## src/rtl/sudoku_ctrl.sv

```systemverilog
// sudoku_ctrl: loads an 81-cell puzzle from a valid/ready stream, launches an
// external solver, waits for it with a cycle timeout, then streams the grid
// back out in row-major order together with a completion status.
module sudoku_ctrl #(
  parameter int TIMEOUT_CYCLES = 4096
) (
  input  logic         clk,
  input  logic         rst,
  input  logic         abort,
  input  logic         in_valid,
  output logic         in_ready,
  input  logic [3:0]   in_data,
  output logic         out_valid,
  input  logic         out_ready,
  output logic [3:0]   out_data,
  output logic         out_last,
  output logic         solver_start,
  output logic [323:0] solver_grid,
  input  logic         solver_done,
  input  logic [323:0] solver_result,
  output logic         busy,
  output logic [1:0]   status
);

  typedef enum logic [2:0] {IDLE, LOAD, START, WAIT, UNLOAD} state_t;

  localparam logic [6:0]  LAST_IDX     = 7'd80;
  localparam logic [15:0] TIMEOUT_LAST = 16'(TIMEOUT_CYCLES - 1);

  localparam logic [1:0] ST_NONE    = 2'd0;
  localparam logic [1:0] ST_SOLVED  = 2'd1;
  localparam logic [1:0] ST_TIMEOUT = 2'd2;
  localparam logic [1:0] ST_BAD     = 2'd3;

  state_t        state_reg, state_next;
  logic [6:0]    idx_reg, idx_next;
  logic [15:0]   cnt_reg, cnt_next;
  logic          bad_reg, bad_next;
  logic [1:0]    status_reg, status_next;
  logic [323:0]  grid_reg;
  logic [3:0]    cell_w [81];

  logic          in_fire;
  logic          out_fire;
  logic          load_we;
  logic          result_we;
  logic          in_bad;
  logic [3:0]    load_digit;

  // Digits above 9 are not legal Sudoku values: store them as empty.
  assign in_bad     = (in_data > 4'd9);
  assign load_digit = in_bad ? 4'd0 : in_data;

  // Per-cell view of the packed grid, used by the output read mux.
  generate
    for (genvar gi = 0; gi < 81; gi++) begin : g_cell
      assign cell_w[gi] = grid_reg[gi*4 +: 4];
    end
  endgenerate

  assign solver_grid = grid_reg;
  assign status      = status_reg;

  // Next-state, datapath control and Moore outputs; abort overrides everything.
  always_comb begin
    state_next   = state_reg;
    idx_next     = idx_reg;
    cnt_next     = cnt_reg;
    bad_next     = bad_reg;
    status_next  = status_reg;
    load_we      = 1'b0;
    result_we    = 1'b0;

    in_ready     = (state_reg == IDLE) || (state_reg == LOAD);
    out_valid    = (state_reg == UNLOAD);
    out_data     = cell_w[idx_reg];
    out_last     = (idx_reg == LAST_IDX);
    solver_start = (state_reg == START);
    busy         = (state_reg != IDLE);

    // A handshake coinciding with abort is not taken.
    in_fire      = in_valid && in_ready && !abort;
    out_fire     = out_valid && out_ready && !abort;

    case (state_reg)
      IDLE: begin
        if (in_fire) begin
          load_we     = 1'b1;
          idx_next    = 7'd1;
          status_next = ST_NONE;
          bad_next    = in_bad;
          state_next  = LOAD;
        end
      end
      LOAD: begin
        if (in_fire) begin
          load_we  = 1'b1;
          bad_next = bad_reg | in_bad;
          if (idx_reg == LAST_IDX) begin
            idx_next = 7'd0;
            // A bad digit anywhere (including this last beat) skips the solver.
            if (bad_reg || in_bad) begin
              status_next = ST_BAD;
              state_next  = UNLOAD;
            end else begin
              state_next  = START;
            end
          end else begin
            idx_next = idx_reg + 7'd1;
          end
        end
      end
      START: begin
        cnt_next   = 16'd0;
        state_next = WAIT;
      end
      WAIT: begin
        cnt_next = cnt_reg + 16'd1;
        // solver_done is checked first so it wins over a same-cycle timeout.
        if (solver_done) begin
          result_we   = 1'b1;
          status_next = ST_SOLVED;
          state_next  = UNLOAD;
        end else if (cnt_reg == TIMEOUT_LAST) begin
          status_next = ST_TIMEOUT;
          state_next  = UNLOAD;
        end
      end
      UNLOAD: begin
        if (out_fire) begin
          if (idx_reg == LAST_IDX) begin
            idx_next   = 7'd0;
            bad_next   = 1'b0;
            state_next = IDLE;
          end else begin
            idx_next = idx_reg + 7'd1;
          end
        end
      end
      default: begin
        state_next = IDLE;
      end
    endcase

    if (abort) begin
      state_next  = IDLE;
      idx_next    = 7'd0;
      cnt_next    = 16'd0;
      bad_next    = 1'b0;
      status_next = ST_NONE;
      load_we     = 1'b0;
      result_we   = 1'b0;
    end
  end

  // State and control registers.
  always_ff @(posedge clk or posedge rst) begin
    if (rst) begin
      state_reg  <= IDLE;
      idx_reg    <= 7'd0;
      cnt_reg    <= 16'd0;
      bad_reg    <= 1'b0;
      status_reg <= ST_NONE;
    end else begin
      state_reg  <= state_next;
      idx_reg    <= idx_next;
      cnt_reg    <= cnt_next;
      bad_reg    <= bad_next;
      status_reg <= status_next;
    end
  end

  // Grid storage: whole-grid overwrite from the solver, or one cell per load beat.
  always_ff @(posedge clk or posedge rst) begin
    if (rst) begin
      grid_reg <= '0;
    end else if (result_we) begin
      grid_reg <= solver_result;
    end else if (load_we) begin
      grid_reg[{idx_reg, 2'b00} +: 4] <= load_digit;
    end
  end

endmodule

```

## config.mk

```make
export PLATFORM = sky130hd
export DESIGN_NAME = sudoku_ctrl
export DESIGN_NICKNAME = d
export VERILOG_FILES = /design/src/rtl/sudoku_ctrl.sv
export SDC_FILE = /design/constraint.sdc
export NUM_CORES = 1
export LEC_CHECK = 0
export ABC_AREA = 1
export CORE_AREA = 4 4 256 258
export DETAILED_ROUTE_END_ITERATION = 10
export DIE_AREA = 0 0 260 262
export DONT_BUFFER_PORTS = 1
export HOLD_SLACK_MARGIN = 0.02
export PLACE_DENSITY = 0.46
export SLEW_MARGIN = 30
export SYNTH_ARGS = -nofsm -noshare
export SYNTH_HDL_FRONTEND = slang
export SYNTH_SLANG_ARGS = --single-unit
```

## constraint.sdc

```tcl
create_clock -name clk -period 14.85 [get_ports clk]
set_input_delay 2.97 -clock clk [delete_from_list [all_inputs] [get_ports clk]]
set_output_delay 2.97 -clock clk [all_outputs]
set_load 0.01 [all_outputs]
```

### Word-level counts from Yosys, hierarchy flattened

Index checks and enable logic that the tools add are counted.

* register bits: 353
* bits in latches: 0
* RAM bits: 0
* ROM bits: 0
* bits of input ports: 334
* output and inout port bits: 335
* word-level logic and storage cells: 91
* memories: 0

* add/sub/neg operators: 3
* $mul: 0
* div/mod/pow operators: 0
* order comparisons: 2
* eq/ne operators: 13
* shift-type cells: 2
* mux-type cells: 45
* bitwise operators: 2
* reduce and logical (&&, ||, !) cells: 18

Operator list (count)
* 324-bit 2-to-1 mux: 2
* 324-bit bitwise mux: 1
* 4-bit by 11-bit variable shift with 324-bit output, first input constant: 1
* 4-bit by 11-bit variable part select with 324-bit output: 1
* 7-bit 2-to-1 mux: 5
* 16-bit one-hot mux with 2 select lines: 1
* 4-bit binary-select mux with 7-bit select: 1
* 3-bit 2-to-1 mux: 9
* 7-bit one-hot mux with 3 select lines: 1
* 16-bit by 1-bit adder with 16-bit output, second input constant: 1
* 16-bit by 12-bit == test with 1-bit output, second input constant: 1
* 16-bit 2-to-1 mux: 1
* 3-bit one-hot mux with 5 select lines: 1
* 2-bit 2-to-1 mux: 7
* 4-bit 2-to-1 mux: 3
* 6-bit AND reduction: 2
* 1-bit 2-to-1 mux: 11
* 9-bit negation with 11-bit output: 1
* 3-bit by 2-bit != test with 1-bit output, second input constant: 3
* 3-bit != test, second input constant: 3
* 8-bit greater-or-equal comparator, second input constant: 1
* 7-bit inverter with 8-bit output: 1
* 4-bit nonzero test: 2
* 7-bit by 1-bit adder with 7-bit output, second input constant: 1
* 18 further kinds: 24

### Longest topological paths before layout

Gate-level depths: netlist (run 1).

* word-level depth: 9
* depth in mapped cells: 18
* mapped depth without buffers: 14

### Worst setup path after synthesis (run 1)

OpenSTA, ideal clock, no wires.

* path type: register to output
* start: reg idx_reg[0]
* end: out out_last
* arrival time: 2.096 ns
* data required time: 11.880 ns
* slack: 9.784 ns
* stages on the path, launching flop included: 9
* path buffers: 4
* cell sequence: dfrtp_1 > buf_2 > inv_1 > buf_2 > buf_2 > buf_1 > ha_1 > nand3_1 > nor3_1

* word-level cells in the longest chain between the ends: 1

RTL lines
* from (decl): line 36 `logic [6:0] idx_reg, idx_next;`
* from (signal assigned): line 166 `idx_reg <= idx_next;`
* 7-bit == test: line 77 `out_last = (idx_reg == LAST_IDX);`
* to (decl): line 16 `output logic out_last,`

No other way between the ends.

### Worst setup path in the final report (run 1)

* start: reg idx_reg[1]
* end: out out_data[3]

* word-level cells in the longest chain between the ends: 4

RTL lines
* 7-bit inverter with 8-bit output (not written as such): line 76 `out_data = cell_w[idx_reg];`
* 4-bit binary-select mux with 7-bit select: line 76
* 4-bit 2-to-1 mux (not written as such) (2 in a row): line 76
* to (decl): line 15 `output logic [3:0] out_data,`

No other way between the ends. The select of a mux whose other input is x is not followed.

==> impl.org, run 1 <==
** Outcome
- The flow ran to the end, and the final reports show no timing, DRC or antenna violations.

** Synthesis
- Syn Std Cell Area :: approximately 22000 um^2
- During synthesis, Yosys emitted a total of 0 warnings.
- Of the post-synthesis cell area, the dominant cell type holds 0.397.
- The cell count after synthesis came out at approximately 3400.
- Most common flop cell mapped by yosys :: sky130_fd_sc_hd__dfrtp_1
- Synth cell count leaders :: sky130_fd_sc_hd__nand2_1 (1044), sky130_fd_sc_hd__nand3_1 (818), sky130_fd_sc_hd__nor2_1 (364)
- sky130_fd_sc_hd__nand2_1 is the most common cell in the netlist.
- Share of the yosys chip area belonging to registers :: 0.397
- In this run, synthesis produced a sequential element count of ~350.
- Library cell with the largest summed area after synthesis :: sky130_fd_sc_hd__dfrtp_1
- Number of enable-type register cells in the synthesized netlist :: 0
- Total nets after synthesis :: about 3700
- Number of distinct standard cells referenced by the synthesized netlist :: 41
- Share of flip-flops with an asynchronous set or reset :: 1.00
- Leading post-synthesis cells by cell area :: sky130_fd_sc_hd__dfrtp_1 (40%), sky130_fd_sc_hd__nand3_1 (18%), sky130_fd_sc_hd__nand2_1 (18%), sky130_fd_sc_hd__nor2_1 (6.1%), sky130_fd_sc_hd__inv_1 (3.8%)
- Averaged over all synthesized cells, the footprint is about 6.6 um^2.

** Floorplan
- X dimension of the die :: approximately 260 um
- Number of rows in the core area :: a little over 90
- For this design the top-level I/O count stands at 669.
- Core Box Area :: 63000 um^2
- Die Y :: about 260 um
- Floorplan die area :: 68100 um^2
- For this configuration, the core starts out at a cell density of 0.354.

** Critical path
- R2r startpoint :: idx_reg[1]$_DFFE_PP0P_
- The number of cells on the worst reg-to-reg path is 12.
- For this run, the slowest stage of the critical path takes approximately 1.1 ns.
- Maximum fanout encountered on the critical timing path :: 44
- Among all stages on the critical path, the largest delay is contributed by sky130_fd_sc_hd__dfrtp_2.
- Critical Path Source :: idx_reg[1]$_DFFE_PP0P_
- Critical-path cell list :: buf_4 -> inv_2 -> nor2_1 -> buf_4 -> nand3_1 -> nand2_1 -> inv_1 -> nand3_1 -> nand3_1 -> nand3_1 -> nor2_1 -> nor2_1
- Arrival time worst endpoint :: 4.40 ns
- STA classifies the critical path startpoint as a register.
- Gate family responsible for the most delay along the worst path :: simple AND/OR/NAND/NOR gates
- In this design, the critical path's most frequently occurring cell is sky130_fd_sc_hd__nand3_1.
- Setup slack of the worst register-to-register path :: between 9 and 10 ns
- The critical path is of the reg -> out type.
- The worst register-to-register path ends at solver_grid[264]$_DFFE_PP0P_.
- The worst setup path is captured at an output pin.
- At the worst endpoint, the required time is around 12 ns.
- Following the worst setup path forward leads to its endpoint at out_data[3].
- The critical path runs through a total of 12 cells.
- Counting both buffers and inverters, the worst setup path holds a total of 4.

** Clocking
- Setup Fix Bufs, Post-CTS :: 0
- In this run the number of H-tree levels came out at 2.
- The clock reaches the later pin of the worst-skew pair after 0.61 ns.
- TritonCTS Buffers :: between 40 and 50
- In this run the deepest clock path goes through 3 buffers.
- Hold-fix buffers, CTS :: 0
- After clock tree synthesis, the clock-pin slew on the worst setup and hold paths is approximately 0.07 ns.
- CTS tree :: done
- Cts repair resizes :: 0
- Clock tree synthesis selected as its root buffer the cell sky130_fd_sc_hd__clkbuf_16.
- Sink count of the clock tree :: around 350

** Timing
- Post-layout minimum cycle time :: about 7.4 ns
- Setup repair after global routing left no endpoint under its margin.
- Based on the critical path, the design can be clocked at up to 136 MHz.
- Setup slack on the critical path of the routed design comes to about 7.5 ns.
- The worst pin sits at a relative slew slack of 0.304.
- Of the available clock period, the critical path in the final layout requires 0.496.
- Min Hold Slack :: approximately 0.54 ns
- Hold Vio Cnt, Final :: 0
- Count of final max-slew check failures :: 0
- Between clock sinks in the finished design, the worst skew comes to ~0.038 ns.
- At the pin with the least slew margin, the transition time is around 1.0 ns.
- Adding up every negative setup slack in the final design gives 0 ns.
- Setup violations remaining at the end of the flow were counted as 0.

** Cells and area
- Final #Nets :: 3616
- Filler-free cell count of the finished design :: about 4200
- The register with the most flip-flops in the layout has 324 of them.
- Area added between synthesis and finish :: 9.21%
- Of the cells placed in the final design, the portion with a size suffix greater than 1 is 0.0565.
- Fill cells in the final layout number 7002.

** Worst hold path
- The worst hold path belongs to the class reg -> reg.
- Along the worst hold path, the cell count comes to 1.

** Route
- Average detailed-routed wire length per instance :: just over 30 um
- Wirelength, routed :: between 100000 and 150000 um
- Ratio of routed vias to standard cells :: 5.92
- For this run, design rule violations remaining after detail routing come to 0.
- The first detailed-routing pass ran for 8 iterations.
- Vias :: roughly 25000
- Number of DRC markers after the initial detailed-route iteration :: between 2000 and 3000
- ANT nets after route :: 0

** Power and ir drop
- In this run the power density over the cells is around 210 nW/um^2.
- Lkg Pwr :: 11.5 nW
- IR analysis of the VDD net gives a maximum drop of about 150 uV.
- After layout, the design draws a total of between 0.005 and 0.006 W.

** Global routing
- Maximum number of pins on one net before global-route repair :: 107
- Initial antenna violation count :: 14
- Summed over all layers, the global routing overflow is 0.
- The number of global-route vias before repair was approximately 24000.
- The first global-routing pass estimated between 150000 and 200000 um of wire.
- In the global route stage, overall resource usage came out at 0.358.

** Placed design
- Final HPWL from detailed placement :: between 90000 and 100000 um
- Worst slack after detailed placement :: 7.87 ns
- Count of buffers from port buffering :: 0
- Number of placed cells counting well taps :: approximately 4100
- Final weighted congestion in routability-driven placement :: between 0.9 and 1

** Job
- Number of max-cap violations :: 0
layout by cell type (no fill, tap or decap), types with 7 or more instances in the layout:
cell                           n
sky130_fd_sc_hd__nor3_1       20
sky130_fd_sc_hd__o21ai_0     120
sky130_fd_sc_hd__nor2_1      362
sky130_fd_sc_hd__clkbuf_1     15
sky130_fd_sc_hd__inv_2        16
sky130_fd_sc_hd__nor3_2       10
sky130_fd_sc_hd__nor2_2       21
sky130_fd_sc_hd__inv_1       223
sky130_fd_sc_hd__diode_2       8
sky130_fd_sc_hd__clkbuf_8      9
sky130_fd_sc_hd__nand4_1      66
sky130_fd_sc_hd__clkbuf_16    46
sky130_fd_sc_hd__a21oi_1      23
sky130_fd_sc_hd__buf_4        31
sky130_fd_sc_hd__o211ai_1     41
sky130_fd_sc_hd__dfrtp_1     350
sky130_fd_sc_hd__nand3_1     818
sky130_fd_sc_hd__nand2_1    1044
sky130_fd_sc_hd__or2_2         7
where the power goes:
part / internal [W] / switching (W)
registers: 0.00131 / 0.000768
logic: 0.000492 / 0.00133
clock network: 0.000633 / 0.000481
metrics by stage:
| step | utilization | instance area (um^2) |
|---|---|---|
| global placement | 0.362 | 22800 |
| floorplan | - | 22300 |
| detailed placement | 0.362 | 22800 |
| CTS | 0.385 | 24200 |
| finish | 0.386 | 24300 |
| global route | 0.386 | 24300 |
worst min path at each step:
stage / slack, ns / start / to
6_report: 0.54 / cnt_reg[1]$_DFFE_PP0P_ / cnt_reg[1]$_DFFE_PP0P_
5_1_grt: 0.58 / bad_reg$_DFFE_PP0P_ / bad_reg$_DFFE_PP0P_
4_1_cts: 0.54 / cnt_reg[1]$_DFFE_PP0P_ / cnt_reg[1]$_DFFE_PP0P_
3_5_place_dp: 0.53 / cnt_reg[1]$_DFFE_PP0P_ / cnt_reg[1]$_DFFE_PP0P_
3_3_place_gp: 0.51 / bad_reg$_DFFE_PP0P_ / bad_reg$_DFFE_PP0P_
2_1_floorplan: 0.49 / bad_reg$_DFFE_PP0P_ / bad_reg$_DFFE_PP0P_
logic make-up (layout without fill, tap and decap cells):
group	after synthesis	count (layout)	share of synthesized area
other	0	8	0
AND/OR/NAND/NOR	2373	2373	0.466
flip-flops	353	353	0.397
buffers and inverters	441	369	0.0795
AO/OA/AOI/OAI	203	203	0.0525
adder cells (fa/ha/maj)	6	6	0.00337
XOR/XNOR	4	4	0.00157
final cells by class:
type,count,area (um^2),area share
Antenna cell,8,20.0,0.000824
Clock buffer,70,1330,0.0548
Clock inverter,10,96.3,0.00396
Inverter,251,966,0.0397
Multi-Input combinational cell,2586,11700,0.480
Sequential cell,353,8840,0.364
Tap cell,846,1060,0.0435
Timing Repair Buffer,38,328,0.0135
layer usage:
layer	wire, um	vias to the layer above	track usage
met1	51200	12100	0.462
met4	5910	16	0.136
met5	112	-	0
met2	58600	1319	0.574
li1	-	10900	-
met3	12100	282	0.0986
(Power assumes the default switching activity.)
==> run 2, diff against run 1 <==
- PLACE_DENSITY: 0.46 -> 0.48
- clock period: 14.85 -> 6.3 ns (I/O delays scaled with it)
==> impl.org, run 2 (synthesized netlist as in run 1, its figures left out) <==
** Outcome
- Run status :: finished, final reports clean

** Timing
- Tightest slew margin relative to the limit :: 0.293 (-0.0115)
- The actual slew at the worst max-slew pin was 1.05 ns (+0.00921 ns).
- Total setup violations reported at the end of the flow :: 0 (unchanged)
- Setup repair after global routing left no endpoint under its margin.
- The final hold violation count was 0 (unchanged).
- The aggregate negative setup slack came to 0 ns (unchanged).
- Fraction of the cycle the final worst path needs :: 0.812
- For the finished layout, the period the worst path requires is between 5 and 6 ns.
- The final count of pins violating max slew was 0 (unchanged).
- Min Hold Slack :: 0.534 ns (-0.00542 ns)
- Final clock skew :: 0.0249 ns (-0.0128 ns)
- Fmax :: between 150 and 200 MHz

** Route
- Vias :: 25000 (+1.4%)
- The number of remaining DRC errors was 0 (unchanged).
- Average detailed-routed wire length per instance :: 30.9 um (+0.60%)
- Wirelength, routed :: 129000 um (+0.53%)
- The count of antenna-violating nets left after detailed routing was 0 (unchanged).
- DR pass1 iterations :: 7 (-1)
- Number of DRC markers after the initial detailed-route iteration :: 3154 (+13%)
- Ratio of routed vias to standard cells :: 6.00 (+1.4%)

** Floorplan
- Number of rows in the core area :: 92 (unchanged)
- The count of pins on the block boundary is 669 (unchanged).
- Die Y :: 262 um (unchanged)
- The die width came to 260 um (unchanged).
- Initial cell density of the core :: 0.354 (unchanged)
- Core Box Area :: 63000 um^2 (unchanged)
- The overall die area is 68100 um^2 (unchanged).

** Cells and area
- Area added between synthesis and finish :: 9.57%
- Most frequent standard cell in the layout excluding fill and tap cells :: sky130_fd_sc_hd__nand2_1
- The number of flip-flops in the largest register came to 324 (unchanged).
- Ratio of cells with drive above 1 in the final layout :: 0.0575 (+0.000924)
- The layout filler cell count was 6883 (-1.7%).
- Commonest cells after routing, fill and taps aside :: sky130_fd_sc_hd__nand2_1 (1043), sky130_fd_sc_hd__nand3_1 (818), sky130_fd_sc_hd__nor2_1 (363), sky130_fd_sc_hd__dfrtp_1 (350), sky130_fd_sc_hd__inv_1 (223)
- The number of nets in the layout is 3614 (-0.055%).

** Critical path
- Type of element launching the critical path :: register
- The worst setup path is captured at an output pin.
- R2r startpoint :: idx_reg[1]$_DFFE_PP0P_
- The critical path data arrival time is 3.85 ns (-0.55 ns).
- Critical path endpoint :: out_data[0]
- The logic depth of the worst register-to-register path is 12 (unchanged).
- Required time at the worst-slack endpoint :: 5.04 ns (-6.84 ns)
- Setup slack of the worst register-to-register path :: 1.71 ns (-7.49 ns)
- Critical Path Source :: idx_reg[1]$_DFFE_PP0P_
- Maximum fanout encountered on the critical timing path :: 57 (+30%)
- The critical path is of the reg -> out type.
- RR Endpoint :: solver_grid[17]$_DFFE_PP0P_

** Placed design
- Final HPWL from detailed placement :: 99800 um (+1.7%)
- The final RePlAce weighted congestion came to 0.994 (+3.9%).
- The count of buffers inserted at the top-level ports was 0 (unchanged).

** Global routing
- Initial antenna violation count :: 8 (-6)
- The largest net degree at the start of global routing is 181 (+69%).
- Total GRT Usage :: 0.359 (+0.00162)
- The global route total overflow was 0 (unchanged).
- First-pass GRT wire length :: 177000 um (+0.55%)
- The number of global-route vias before repair is 23500 (-0.098%).

** Clocking
- Setup Fix Bufs, Post-CTS :: 0 (unchanged)
- Deepest level of the CTS H-tree :: 2 (unchanged)
- The count of cells resized by post-cts repair is 0 (unchanged).
- CTS clock-pin slew for the worst setup and hold paths :: 0.06 ns (about the same)
- TritonCTS built the clock tree.
- Hold-fix buffers, CTS :: 0 (unchanged)
- Buffer type at the clock tree root :: sky130_fd_sc_hd__clkbuf_16
- TritonCTS Buffers :: 45 (-2.2%)
- Max clock buf depth :: 3 (unchanged)
- Worst skew pair latency :: 0.60 ns (about the same)
- The count of clock tree sinks is 353 (unchanged).

** Power and ir drop
- Lkg Pwr :: 11.5 nW (+0.28%)
- The peak supply drop is 309 uV (+100%).
- Power density cells :: 487 nW/um^2 (+140%)

** Worst hold path
- The worst hold path belongs to the class reg -> reg.

** Job
- The count of max-cap constraint violations is 0 (unchanged).
-- run 2: cell count changes in the layout (fill, tap and decap cells not counted), sizes merged --
cell / before / now
inv: 246 / 245
clkbuf: 70 / 65
clkinv: 13 / 16
bufinv: 1 / 3
diode: 8 / 6
clkinvlp: 1 / 2
buf: 38 / 37
-- run 2: layout make-up --
type	instances	area (um^2)	area share
tap	846	1060	0.0434
antenna	6	15.0	0.000616
inverter	251	961	0.0394
sequential	353	8840	0.362
timing repair buffer	37	372	0.0152
clock buffer	65	1290	0.0529
multi-input combinational	2586	11700	0.479
clock inverter	15	164	0.00672
-- run 2: metrics by stage --
stage	setup WS, ns	utilization	power, W	instances	cell area [um^2]
floorplan	0.312	-	0.00712	3380	22300
global placement	1.43	0.363	0.00911	4071	22800
detailed placement	1.77	0.363	0.00917	4071	22800
CTS	1.13	0.386	0.0118	4151	24300
global route	1.04	0.387	0.0125	4158	24400
finish	1.19	0.387	0.0119	4159	24400
-- run 2: routing by layer --
metal | track usage | wire length, um | up-vias
met3 | 0.104 | 13800 | 264
met4 | 0.146 | 5940 | 4
met2 | 0.566 | 58400 | 1496
met5 | 0 | 20 | -
li1 | - | - | 10900
met1 | 0.466 | 50300 | 12300
-- run 2: worst min path at each step --
stage / end / slack [ns] / cells after the start / start
finish: bad_reg$_DFFE_PP0P_ / 0.53 / 2 / bad_reg$_DFFE_PP0P_
global placement: bad_reg$_DFFE_PP0P_ / 0.50 / 2 / bad_reg$_DFFE_PP0P_
global route: status[0]$_DFFE_PP0P_ / 0.58 / 2 / status[0]$_DFFE_PP0P_
detailed placement: bad_reg$_DFFE_PP0P_ / 0.52 / 2 / bad_reg$_DFFE_PP0P_
CTS: bad_reg$_DFFE_PP0P_ / 0.53 / 2 / bad_reg$_DFFE_PP0P_
floorplan: bad_reg$_DFFE_PP0P_ / 0.49 / 2 / bad_reg$_DFFE_PP0P_
-- run 2: critical path: stages, from the launching register on --
cell	delay (ns)
sky130_fd_sc_hd__dfrtp_2	0.70
sky130_fd_sc_hd__inv_2	0.44
sky130_fd_sc_hd__buf_4	0.71
sky130_fd_sc_hd__nand3_1	0.19
sky130_fd_sc_hd__nand3_1	0.22
sky130_fd_sc_hd__nand3_1	0.10
sky130_fd_sc_hd__nand2_1	0.19
sky130_fd_sc_hd__nand2_1	0.07
sky130_fd_sc_hd__nand3_1	0.08
sky130_fd_sc_hd__nor2_1	0.08
sky130_fd_sc_hd__nor2_1	0.44
-- run 2: power by group --
part / internal [W] / switching (W) / total [W]
Sequential: 0.00308 / 0.00180 / 0.00488
Clock: 0.00154 / 0.00110 / 0.00264
Combinational: 0.00116 / 0.00319 / 0.00435
